<file path="config.mk">
export PLATFORM = sky130hd
export DESIGN_NAME = uart_rx
export DESIGN_NICKNAME = d
export VERILOG_FILES = /design/src/rtl/uart_rx.sv
export SDC_FILE = /design/constraint.sdc
export NUM_CORES = 1
export LEC_CHECK = 0
export CAP_MARGIN = 10
export CORE_MARGIN = 5
export CORE_UTILIZATION = 30
export CTS_CLUSTER_DIAMETER = 100
export CTS_CLUSTER_SIZE = 12
export DETAILED_ROUTE_END_ITERATION = 10
export GPL_ROUTABILITY_DRIVEN = 0
export PLACE_DENSITY = 0.58
export SETUP_SLACK_MARGIN = 0.15
export SYNTH_ARGS = -nofsm -noshare
export SYNTH_HDL_FRONTEND = slang
export SYNTH_SLANG_ARGS = --single-unit
</file>
<file path="constraint.sdc">
create_clock -name clk -period 2.4 [get_ports clk]
set_input_delay 0.48 -clock clk [delete_from_list [all_inputs] [get_ports clk]]
set_output_delay 0.48 -clock clk [all_outputs]
set_load 0.01 [all_outputs]
</file>
<file path="src/rtl/uart_rx.sv">
// -----------------------------------------------------------------------------
// uart_rx -- 8N1 UART receiver with mid-bit sampling.
//
// Takes the serial line after the two-stage synchronizer. Each received byte
// is presented as a one-cycle rx_valid pulse. A start bit that is high again
// at its midpoint is treated as a glitch and ignored. A stop bit sampled low
// raises a one-cycle frame_err pulse, and the block then waits for the line
// to return high before it looks for the next frame.
//
// Parameters
//   CLKS_PER_BIT : clk cycles per serial bit (>= 4)
// Ports
//   clk       : system clock, rising edge
//   rst       : asynchronous reset, active low
//   rx_sync   : synchronized serial line, idle high
//   rx_data   : last correctly framed byte
//   rx_valid  : one-cycle pulse, rx_data has just been updated
//   frame_err : one-cycle pulse, stop bit sampled low
//   busy      : high whenever the receiver is not idle
// -----------------------------------------------------------------------------
module uart_rx #(
  parameter int CLKS_PER_BIT = 868
) (
  input  logic       clk,
  input  logic       rst,
  input  logic       rx_sync,
  output logic [7:0] rx_data,
  output logic       rx_valid,
  output logic       frame_err,
  output logic       busy
);

  localparam int CW = $clog2(CLKS_PER_BIT) + 1;

  // The counter holds k-1 on the k-th edge after it is cleared, so each
  // terminal value is one less than the number of cycles being counted.
  localparam logic [CW-1:0] HALF_LAST = CW'(CLKS_PER_BIT / 2 - 1);
  localparam logic [CW-1:0] BIT_LAST  = CW'(CLKS_PER_BIT - 1);

  typedef enum logic [2:0] {
    IDLE,
    START,
    DATA,
    STOP,
    WAIT_HIGH
  } state_t;

  state_t        state;
  logic [CW-1:0] cnt;
  logic [2:0]    idx;
  logic [7:0]    shift;

  // A frame may only begin after the line has been seen high in IDLE. This
  // stops a reset released mid-frame (line low) from starting a bogus frame.
  logic          armed;

  always_ff @(posedge clk or negedge rst) begin
    if (!rst) begin
      state     <= IDLE;
      cnt       <= '0;
      idx       <= '0;
      shift     <= '0;
      armed     <= 1'b0;
      rx_data   <= 8'h00;
      rx_valid  <= 1'b0;
      frame_err <= 1'b0;
      busy      <= 1'b0;
    end else begin
      // NOTE: non-blocking assignments throughout. The defaults here are
      // overridden later in the block when a pulse is needed, so each
      // pulse lasts exactly one cycle.
      rx_valid  <= 1'b0;
      frame_err <= 1'b0;

      case (state)
        IDLE: begin
          if (armed && !rx_sync) begin
            cnt   <= '0;
            state <= START;
            busy  <= 1'b1;
          end else if (rx_sync) begin
            armed <= 1'b1;
          end
        end

        START: begin
          if (cnt == HALF_LAST) begin
            cnt <= '0;
            if (!rx_sync) begin
              idx   <= '0;
              state <= DATA;
            end else begin
              // The line is high again at the start-bit midpoint, so this was a glitch.
              state <= IDLE;
              busy  <= 1'b0;
            end
          end else begin
            cnt <= cnt + 1'b1;
          end
        end

        DATA: begin
          if (cnt == BIT_LAST) begin
            cnt        <= '0;
            shift[idx] <= rx_sync;
            idx        <= idx + 1'b1;
            if (idx == 3'd7) state <= STOP;
          end else begin
            cnt <= cnt + 1'b1;
          end
        end

        STOP: begin
          if (cnt == BIT_LAST) begin
            cnt <= '0;
            if (rx_sync) begin
              // Leave at the stop-bit midpoint, which gives half a bit of
              // margin to catch the next start edge.
              rx_data  <= shift;
              rx_valid <= 1'b1;
              state    <= IDLE;
              busy     <= 1'b0;
            end else begin
              frame_err <= 1'b1;
              state     <= WAIT_HIGH;
            end
          end else begin
            cnt <= cnt + 1'b1;
          end
        end

        WAIT_HIGH: begin
          // Stay here through a break or a line held low.
          if (rx_sync) begin
            state <= IDLE;
            busy  <= 1'b0;
          end
        end

        default: begin
          state <= IDLE;
          busy  <= 1'b0;
        end
      endcase
    end
  end

endmodule

</file>
==> results.toml <==
[sta]
fin_crit_ns = 2.04
rsz0062_at_grt = "false"
finClkSkew_ns = 0.00593
max_freq_mhz = 491
min_period_over_period_pct = 84.9
final_max_slew_viol_count = 0
tightest_slew_ns = 0.827
slew_headroom_pct = 44.9
setup_viol = 0
finalHoldViolCount = 0
setup_tns_ns = 0

[finish]
final_common_cell = "dfrtp_1"
layout_common_cells = "dfrtp_1 (37), mux2_2 (16), nand2_1 (15)"
antenna_cells = 0
final_layout_size_suffix_gt1_share_pct = 20.4
design_area_um2 = 2230
fin_nets = 202
syn_to_final_growth_pct = 19.9

[floorplan]
die_w_um = 88.8
coreArea_um2 = 5990
chipHeight_um = 88.8
start_util_pct = 31.1
rows = 28
die_area_um2 = 7890
pin_count = 14

[clocking]
cts_setup_buffers = 0
cts-htree-levels = 2
tritoncts = "done"
cts_sinks = 37
clockBufferDepth = 2
clk_pin_slew_ns = 0.08
numCtsBuffers = 5
cts-root-buf = "clkbuf_8"
clk_latency_ns = 0.29

[global_routing]
track_usage_pct = 10.9
antenna_found_initial = 0
grt_pass1_vias = 1367
grt.overflow.total = 0
grt_pass1_wl_um = 6620
grt_max_degree = 38

[logic_synthesis]
synth_top_family_by_area = "simple AND/OR/NAND/NOR gates"
ys_ff_latch = 37
synth_edf_count = 0
yosys.area.top_type = "dfrtp_1"
synth-async-reset-ratio_pct = 100
synthCells = 174
avgSynthCellArea_um2 = 10.7
yosys-top-cells-area = "dfrtp_1 (50%), mux2_2 (9.7%), nand2_1 (3.0%)"
synth_seq_area_share_pct = 49.7
synth_simple_gate_area_share_pct = 19.6
syn_area_um2 = 1860
synth_xor_area_share_pct = 0.470
yosys_most_used_dff = "dfrtp_1"
muxShareOfSynthArea_pct = 10.3
synth_compound_area_share_pct = 13.5
synth_adder_area_share_pct = 2.69
synth_cell_types = 43
synth_nets = 181
synth_top_area_share_pct = 49.7
yosys_warnings = 0

[drt]
dr_wl_met2_um = 1640
wl_met3_um = 136
wl_per_cell_um = 13.7
drt_wl_total_um = 3720
drc = 0
wl_met1_um = 1860
via_per_inst = 4.98
final_antenna_net_count = 0
dr.pass1.iters = 4
via_count = 1350
drtIter0Drc = 129
top_layer = "met4"

[pwr]
peakVddDrop_uv = 323
total_power_mw = 2.07
leakagePower_nw = 0.991
p_per_area_nw_per_um2 = 928

[status]
status = "complete, no violations"

[critical_path]
rrSetupSlack_ns = 0.36
crit_start = "cnt[2]"
cp.arrival_ns = 2.22
reg2reg_depth = 5
start_kind = "register"
endpoint = "state[1]"
cp-end-kind = "register"
r2r_start = "cnt[2]"
cp_data_required_time_ns = 2.58
path_max_fanout = 6
r2r-end = "state[1]"
path_class = "register to register"

[run]
maxCapViolations = 0

[placed_design]
placedInstanceArea_um2 = 2090
port_buffers = 13
hpwl_um = 2590

[worst_hold_path]
hold_class = "primary input to async pin"
==> power by group <==
| group | switching [mW] | total (mW) | leakage (nW) | internal (mW) |
|---|---|---|---|---|
| clock | 0.238 | 0.656 | 0.0687 | 0.418 |
| combinational | 0.349 | 0.623 | 0.439 | 0.274 |
| sequential | 0.101 | 0.794 | 0.482 | 0.692 |
| total | 0.688 | 2.07 | 0.991 | 1.38 |
==> worst max-delay path, stage by stage, from the launching register on <==
cell	delay (ns)
dfrtp_1	0.43
nor3_1	0.39
and3_1	0.30
nand2_1	0.10
a221oi_1	0.32
mux2_2	0.37
==> routing by layer <==
metal,vias up,track usage (%)
met4,0,5.77
li1,668,-
met1,657,15.1
met3,4,2.61
met5,-,0
met2,21,15.8
==> state kept, by name, summed over array words and instances, names as in the netlist <==
name and flops:
cnt 11, rx_data 8, shift 8, idx 3
state 3, armed 1, busy 1, frame_err 1
rx_valid 1
==> metrics by stage <==
stage / setup slack, ns / util (%) / cells / hold WS (ns)
after floorplan: 0.366 / - / 174 / 0.184
after global placement: 0.320 / 34.9 / 263 / 0.453
after detailed placement: 0.288 / 34.9 / 263 / 0.461
after CTS: 0.287 / 37.2 / 271 / 0.327
after global routing: 0.196 / 37.3 / 271 / 0.364
final: 0.362 / 37.3 / 271 / 0.275
==> cell type report <==
| type | count | area (um^2) |
|---|---|---|
| Timing Repair Buffer | 20 | 178 |
| Multi-Input combinational cell | 124 | 872 |
| Clock inverter | 3 | 68.8 |
| Clock buffer | 5 | 68.8 |
| Fill cell | 600 | 3760 |
| Sequential cell | 37 | 926 |
| Tap cell | 75 | 93.8 |
| Inverter | 7 | 26.3 |
==> timing repair <==
action | 4_1_cts | 5_1_grt
resized for setup | 0 | 1
hold buffers | 0 | 0
setup endpoints to repair | 0 | 11
==> cells in the mapped netlist, types with 4 or more instances <==
cell / count
inv_1: 7
nor3_1: 5
nand2_1: 15
nand3b_1: 4
dfrtp_1: 37
nor2_1: 10
a21oi_1: 9
nor3b_1: 4
ha_1: 4
mux2_2: 16
nand3_1: 8
o21ai_0: 6
o21ai_1: 4
or3_1: 4
==> worst min path at each step <==
stage	startpoint	to	slack (ns)	depth (start not counted)
after detailed placement	armed	armed	0.46	1
final	rst	cnt[5]	0.28	1
after floorplan	rst	armed	0.18	0
after global routing	rst	idx[1]	0.36	1
after CTS	rst	rx_data[5]	0.33	1
after global placement	armed	armed	0.45	1
==> logic make-up (layout without fill, tap and decap cells) <==
kind of cell | after synthesis | in the layout
fa+ha+maj | 4 | 4
xor+xnor | 1 | 1
mux | 17 | 17
flops | 37 | 37
simple gates | 65 | 65
compound gates | 37 | 37
buf+inv | 13 | 35
Power figures use the tool's default switching activity.
